==> src/rtl/alu_stage.sv <==
// Multi-cycle 8-bit ALU: captures operands on start, registers result/flags, pulses result_valid.
// Optional shift-add multiplier for op 7 is compiled in when ALU_MUL_EN is defined.
module alu_stage (
    input  logic       clk,
    input  logic       reset,
    input  logic       start,
    input  logic [2:0] op,
    input  logic [7:0] bus_a,
    input  logic [7:0] bus_b,
    output logic       busy,
    output logic [7:0] result,
    output logic       result_valid,
    output logic       flag_z,
    output logic       flag_c,
    output logic       flag_n,
    output logic       illegal
);
    localparam logic [2:0] OP_ADD = 3'd0;
    localparam logic [2:0] OP_SUB = 3'd1;
    localparam logic [2:0] OP_AND = 3'd2;
    localparam logic [2:0] OP_OR  = 3'd3;
    localparam logic [2:0] OP_XOR = 3'd4;
    localparam logic [2:0] OP_SHL = 3'd5;
    localparam logic [2:0] OP_SHR = 3'd6;
    localparam logic [2:0] OP_MUL = 3'd7;

    typedef enum logic [1:0] {S_IDLE, S_EXEC, S_MUL, S_DONE} state_t;

    state_t     state, state_nx;
    logic [7:0] a_q, b_q;
    logic [2:0] op_q;
    logic [8:0] sum, diff;
    logic [7:0] alu_res;
    logic       alu_c, alu_ill;

`ifdef ALU_MUL_EN
    logic [2:0]  cnt;
    logic [15:0] acc;
`endif

    assign busy         = (state != S_IDLE);
    assign result_valid = (state == S_DONE);

    always_comb begin
        state_nx = state;
        case (state)
            S_IDLE: begin
                if (start) begin
`ifdef ALU_MUL_EN
                    state_nx = (op == OP_MUL) ? S_MUL : S_EXEC;
`else
                    state_nx = S_EXEC;
`endif
                end
            end
            S_EXEC: state_nx = S_DONE;
            S_MUL: begin
`ifdef ALU_MUL_EN
                // Final product is published through EXEC so MUL and non-MUL share one writeback path.
                if (cnt == 3'd7) state_nx = S_EXEC;
`else
                state_nx = S_IDLE;
`endif
            end
            S_DONE: state_nx = S_IDLE;
            default: state_nx = S_IDLE;
        endcase
    end

    always_comb begin
        sum     = {1'b0, a_q} + {1'b0, b_q};
        diff    = {1'b0, a_q} - {1'b0, b_q};
        alu_res = 8'h00;
        alu_c   = 1'b0;
        alu_ill = 1'b0;
        case (op_q)
            OP_ADD: begin alu_res = sum[7:0];  alu_c = sum[8];  end
            OP_SUB: begin alu_res = diff[7:0]; alu_c = diff[8]; end
            OP_AND: alu_res = a_q & b_q;
            OP_OR:  alu_res = a_q | b_q;
            OP_XOR: alu_res = a_q ^ b_q;
            OP_SHL: begin alu_res = {a_q[6:0], 1'b0}; alu_c = a_q[7]; end
            OP_SHR: begin alu_res = {1'b0, a_q[7:1]}; alu_c = a_q[0]; end
            OP_MUL: begin
`ifdef ALU_MUL_EN
                alu_res = acc[7:0];
                alu_c   = |acc[15:8];
`else
                alu_ill = 1'b1;
`endif
            end
            default: alu_ill = 1'b1;
        endcase
    end

    always_ff @(posedge clk) begin
        if (reset) begin
            state   <= S_IDLE;
            a_q     <= 8'h00;
            b_q     <= 8'h00;
            op_q    <= 3'd0;
            result  <= 8'h00;
            flag_z  <= 1'b0;
            flag_c  <= 1'b0;
            flag_n  <= 1'b0;
            illegal <= 1'b0;
`ifdef ALU_MUL_EN
            cnt     <= 3'd0;
            acc     <= 16'h0000;
`endif
        end else begin
            state <= state_nx;
            if (state == S_IDLE && start) begin
                a_q  <= bus_a;
                b_q  <= bus_b;
                op_q <= op;
`ifdef ALU_MUL_EN
                cnt  <= 3'd0;
                acc  <= 16'h0000;
`endif
            end
            if (state == S_EXEC) begin
                result  <= alu_res;
                flag_z  <= (alu_res == 8'h00);
                flag_c  <= alu_c;
                flag_n  <= alu_res[7];
                illegal <= alu_ill;
            end
`ifdef ALU_MUL_EN
            if (state == S_MUL) begin
                if (b_q[cnt]) acc <= acc + ({8'h00, a_q} << cnt);
                cnt <= cnt + 3'd1;
            end
`endif
        end
    end
endmodule

==> config.mk <==
export PLATFORM = sky130hd
export DESIGN_NAME = alu_stage
export DESIGN_NICKNAME = d
export VERILOG_FILES = /design/src/rtl/alu_stage.sv
export SDC_FILE = /design/constraint.sdc
export NUM_CORES = 1
export LEC_CHECK = 0
export CAP_MARGIN = 10
export CORE_ASPECT_RATIO = 0.75
export CORE_MARGIN = 2
export CORE_UTILIZATION = 35
export DETAILED_ROUTE_END_ITERATION = 12
export PLACE_DENSITY = 0.54
export SYNTH_ARGS = -nofsm -noshare
export SYNTH_HDL_FRONTEND = slang
export SYNTH_SLANG_ARGS = --single-unit
export TNS_END_PERCENT = 100
==> constraint.sdc <==
create_clock -name clk -period 2.6 [get_ports clk]
set_input_delay 0.52 -clock clk [delete_from_list [all_inputs] [get_ports clk]]
set_output_delay 0.52 -clock clk [all_outputs]
set_load 0.1 [all_outputs]
After elaboration in Yosys (flattened, before gate mapping):

Cells that the tools add are included.
Widths: inputs -> output; s select.

* bits in registers: 33
* input bits: 22
* output and inout bits: 14
* logic and storage cells: 36

* $add $sub $neg: 2
* equality and inequality tests: 11
* multiplexer cells: 5
* bitwise logic cells: 3
* reduce and logical (&&, ||, !) cells: 6

Operators by type and width (number)
* $pmux 8 s7: 1
* $eq 3x3->1 const B: 4
* $add 8x8->9: 1
* $sub 8x8->9: 1
* $and 8x8->8: 1
* $logic_not 8->1: 1
* $or 8x8->8: 1
* $xor 8x8->8: 1
* $eq 3x2->1 const B: 2
* $pmux 2 s3: 1
* $eq 2x2->1 const B: 2
* $pmux 1 s4: 1
* $eq 3x1->1 const B: 1
* $logic_not 3->1: 1
* $eq 2x1->1 const B: 1
* $logic_not 2->1: 1
* $mux 2: 1
* $ne 2x2->1 const B: 1
* $reduce_bool 2->1: 1
* $reduce_or 2->1: 1
* $logic_and 1x1->1: 1
* $mux 1: 1

Depth between registers and ports, before layout:

* depth in word-level cells: 3
* mapped depth: 9
* mapped depth without buffers: 9

Worst setup path after synthesis:

OpenSTA, ideal clock, no wires.

* kind: register -> register
* start point: register a_q[0]
* end point: register flag_z
* library setup time: 0.084 ns
* data arrival time: 2.683 ns
* data required time: 2.516 ns
* setup slack: -0.167 ns
* stages on the path, launching flop included: 9
* path buffers: 0
* clock period less this slack: 2.767 ns
* cell sequence: dfxtp_1 -> ha_1 -> fa_1 -> a211oi_4 -> nor2_2 -> a221o_1 -> a221o_1 -> or4_4 -> o31ai_2

* word-level cells in the longest chain between the ends: 3
* elaborated cells on any way between the ends: 7
* classes of those cells: add/sub: 2; mux: 1; bitwise: 3; reduce/logical: 1

Ends and longest elaborated chain
* start, declared: RTL line 30 `logic [7:0] a_q, b_q;`
* start signal, assigned: RTL line 114 `a_q <= bus_a;`
* $sub 8x8->9 (tied with other cells): RTL line 72 `diff = {1'b0, a_q} - {1'b0, b_q};`
* $pmux 8 s7 (*): RTL line 76 `case (op_q)`
* $logic_not 8->1 (*): RTL line 124 `flag_z <= (alu_res == 8'h00);`
* end signal, assigned: RTL line 124
* end, declared: RTL line 13 `output logic flag_z,`

Every way passes the cells marked *; elsewhere a longest branch is shown, timed or not.
A chain may end at the register's enable or synchronous reset.

Final worst setup path:

* start point: register b_q[0]
* end point: register flag_z

* word-level cells in the longest chain between the ends: 3
* elaborated cells on any way between the ends: 7
* classes of those cells: add/sub: 2; mux: 1; bitwise: 3; reduce/logical: 1

Ends and longest elaborated chain
* start, declared: RTL line 30
* start signal, assigned: RTL line 115 `b_q <= bus_b;`
* $sub 8x8->9 (tied with other cells): RTL line 72
* $pmux 8 s7 (*): RTL line 76
* $logic_not 8->1 (*): RTL line 124

Marks and branches as above.

==> run metrics <==
Final Setup Violations 0; share of the synthesized area in the top cell type between 20 and 30%; crit path capture type flop; Post-DP Area approximately 3200 sq um; Net Count, Synth 384; Vias/cell between 5 and 6; endpoints failing hold 0; Hold Slack ~460 ps; crit-path max FO 4; starting density of the core a little under two fifths; slowest cell on the critical path or4_4; status complete, no violations; crit-path most repeated cell a221o_1; Psw approximately 0.63 mW; CP Class flop to flop; Die ar. 8010 sq um; Pwr per Cell Area about 500 nW/um^2; Sw Ratio roughly 37%; final design area excluding fillers 3380 sq um; # DRC 0; worst path buffer plus inverter count 0; RSZ-0062 raised after global routing true; vias in the first global route 2413; TritonRoute pass-1 iters 4; multi-input logic area 1780 sq um; I/O Pins 36; Seq/Total Area, Yosys between 20% and 30%; largest family of logic cells by synthesized area compound AO/OA/AOI/OAI gates; Largest delay share family, worst path compound AO/OA/AOI/OAI gates; Worst-path clk slew approximately 80 ps; FP Rows 26; clock tree sinks 32; share of cells above drive strength 1 approximately a fifth; worst path arrival time about 2800 ps; initial antenna violation count 0; Seq pwr share approximately 33%; grt ovf 0; Worst setup SP type flop; worst-margin pin slew around 810 ps; max-slew violations 0; Main synth FF type dfxtp_1; critical-path cell list ha_4 -> fa_2 -> a211oi_4 -> nor2_2 -> a221o_1 -> a221o_1 -> or4_4 -> o31ai_2; routed len/inst 15.2 um; fin crit share a little over nine tenths; first-pass GRT wire length about 13 mm; asr flop ratio synth 0%; combinational power share 38.5%; worst vdd ir roughly 280 uV; initial drt markers 149; Vias around 2600; largest net degree at the start of global routing 29; Synth Register Bits 32; Port-buffer cells 35; post-synthesis adder-cell area fraction a little over an eighth; Tmin final between 2000 and 3000 ps; post-synthesis xor/xnor area fraction less than 1%; DP Wirelength 5.88 mm; H-tree levels 2; core area roughly 6900 sq um; Synth Area in Compound Gates between 20 and 30%; Fillers 696; fmax ~390 MHz; library cells used by synthesis 61; Critical Path RT between 2000 and 3000 ps; Hold Crit Class flop to flop; Die X 103 um; ANT nets after route 0; Cells after Synth roughly 340; Synth-to-Final Area Change 32.4%; Slew headroom a little under half; multiplexer area fraction after synthesis between 3 and 4%; clock buffer depth 2; Synthesis Warnings 0; internal power around 1.1 mW; clock power share 28.6%; P_leak approximately 1.4 nW; worst skew pair latency 280 ps; drt total wl about 7.5 mm; largest cells by area after synthesis dfxtp_1 (25%), ha_1 (12%), nand2_1 (7.3%), a21oi_1 (6.3%), inv_1 (4.0%); RD Place Congestion 0.983; Final nets around 450; Vert. Die Dim between 70 and 80 um; gr usage total between 20% and 30%; area leader, netlist dfxtp_1; hold buffers post-CTS 0; Post-synth EDFFs 0; Max Cap Violations 0; Setup Skew ~7.5 ps; mapped cell area ~2600 sq um; n_diodes 0; Synth Area in Simple Gates a little over a fifth; clk root buf clkbuf_8; Sequential cell area ~650 sq um; max incr delay on CP between 400 and 500 ps; CTS buffer count 5; CTS tree built; Post-Syn Area per Cell approximately 7.6 sq um
per-stage QoR:
stage / utilization [%] / setup slack, ps / setup TNS (ps) / std cells / total power [mW]
final: 48.8 / 40.9 / 0 / 496 / 1.70
after global routing: 48.8 / -25.2 / -25.2 / 496 / 1.79
after CTS: 48.3 / -20.0 / -20.0 / 494 / 1.69
after detailed placement: 46.1 / -87.8 / -87.8 / 483 / 1.19
after global placement: 46.1 / -18.7 / -18.7 / 483 / 1.19
after floorplan: - / 20.7 / 0 / 336 / 0.984
worst register-to-register path: stages, from the launching register on:
cell and delay [ps]:
dfxtp_4 380, ha_4 170, fa_2 370, a211oi_4 240, nor2_2 70, a221o_1 320
a221o_1 330, or4_4 430, o31ai_2 170
registers in the layout, indices dropped and copies added (netlist names):
| signal | cells |
|---|---|
| a_q | 8 |
| b_q | 8 |
| result | 8 |
| op_q | 3 |
| state | 2 |
| flag_c | 1 |
| flag_z | 1 |
| illegal | 1 |
cell usage after synthesis (2+ instances only):
cell type / number
buf_2: 4
or4_1: 2
o21bai_1: 2
nor2_1: 20
or3_1: 3
ha_1: 24
o32ai_1: 3
nand2_1: 50
o221ai_1: 2
o21a_1: 2
o211ai_1: 3
and2_1: 4
mux2i_1: 6
xnor2_1: 2
a21oi_1: 32
fa_1: 2
nor2b_1: 7
a2111oi_0: 2
a221oi_1: 6
o22ai_1: 2
nand3b_1: 3
a221o_1: 3
clkbuf_1: 14
nand3_1: 3
and3_1: 2
o31ai_1: 2
inv_1: 27
a31oi_1: 4
a21o_1: 2
o21ai_1: 2
buf_1: 2
o21ai_0: 8
dfxtp_1: 32
o211a_1: 3
mux2_1: 2
nand2b_1: 6
a211oi_1: 7
nor3_1: 13
timing repair:
action	4_1_cts	5_1_grt
buffers inserted	3	2
cloned	0	0
resized for setup	5	9
pin swaps	6	5
setup endpoints to repair	1	2
cell families (layout without fill, tap and decap cells):
| family | after synthesis | count (layout) |
|---|---|---|
| adder cells (fa/ha/maj) | 26 | 26 |
| buffers and inverters | 49 | 111 |
| AO/OA/AOI/OAI | 100 | 100 |
| AND/OR/NAND/NOR | 118 | 118 |
| XOR/XNOR | 2 | 2 |
| flip-flops | 32 | 32 |
| multiplexers | 9 | 9 |
worst paths after layout:
path	start	end	slack, ps	cells after the start
max	b_q[0]	flag_z	40	8
min	result[4]	result[4]	460	2
max reg2reg	b_q[0]	flag_z	40	8
min reg2reg	result[4]	result[4]	460	2
cells in the final DEF (no fill, tap or decap), types with 3 or more instances in the layout:
cell type,n
a211oi_1,7
a21oi_1,32
a221o_1,3
a221oi_1,6
a31oi_1,4
and2_1,4
buf_4,55
clkbuf_8,5
clkdlybuf4s50_1,21
dfxtp_1,26
dfxtp_2,4
ha_1,20
inv_1,26
mux2i_1,6
nand2_1,50
nand2b_1,6
nand3_1,3
nand3b_1,3
nor2_1,20
nor2b_1,7
nor3_1,11
o211a_1,3
o211ai_1,3
o21ai_0,8
o32ai_1,3
or3_1,3
area by class of cell:
cell class,count,share of cell area (%)
clock buffer,6,2.14
clock inverter,2,1.04
inverter,27,2.99
multi-input combinational,255,52.5
tap,98,3.62
timing repair buffer,76,18.4
sequential,32,19.3
power groups by stage:
| stage | Combinational [mW] | Sequential, mW | Clock (mW) |
|---|---|---|---|
| 2_1_floorplan | 0.344 | 0.639 | 0 |
| 3_3_place_gp | 0.621 | 0.568 | 0 |
| 3_5_place_dp | 0.619 | 0.569 | 0 |
| 4_1_cts | 0.638 | 0.558 | 0.496 |
| 5_1_grt | 0.712 | 0.564 | 0.517 |
| 6_report | 0.654 | 0.559 | 0.487 |
layer usage:
layer | track usage (%) | vias to the layer above | share of wire (%)
met4 | 4.27 | 0 | 1.1
li1 | - | 1311 | -
met5 | 0 | - | 0
met2 | 26.9 | 73 | 39
met3 | 3.38 | 7 | 5.6
met1 | 33.2 | 1191 | 54
(Power assumes the default switching activity.)
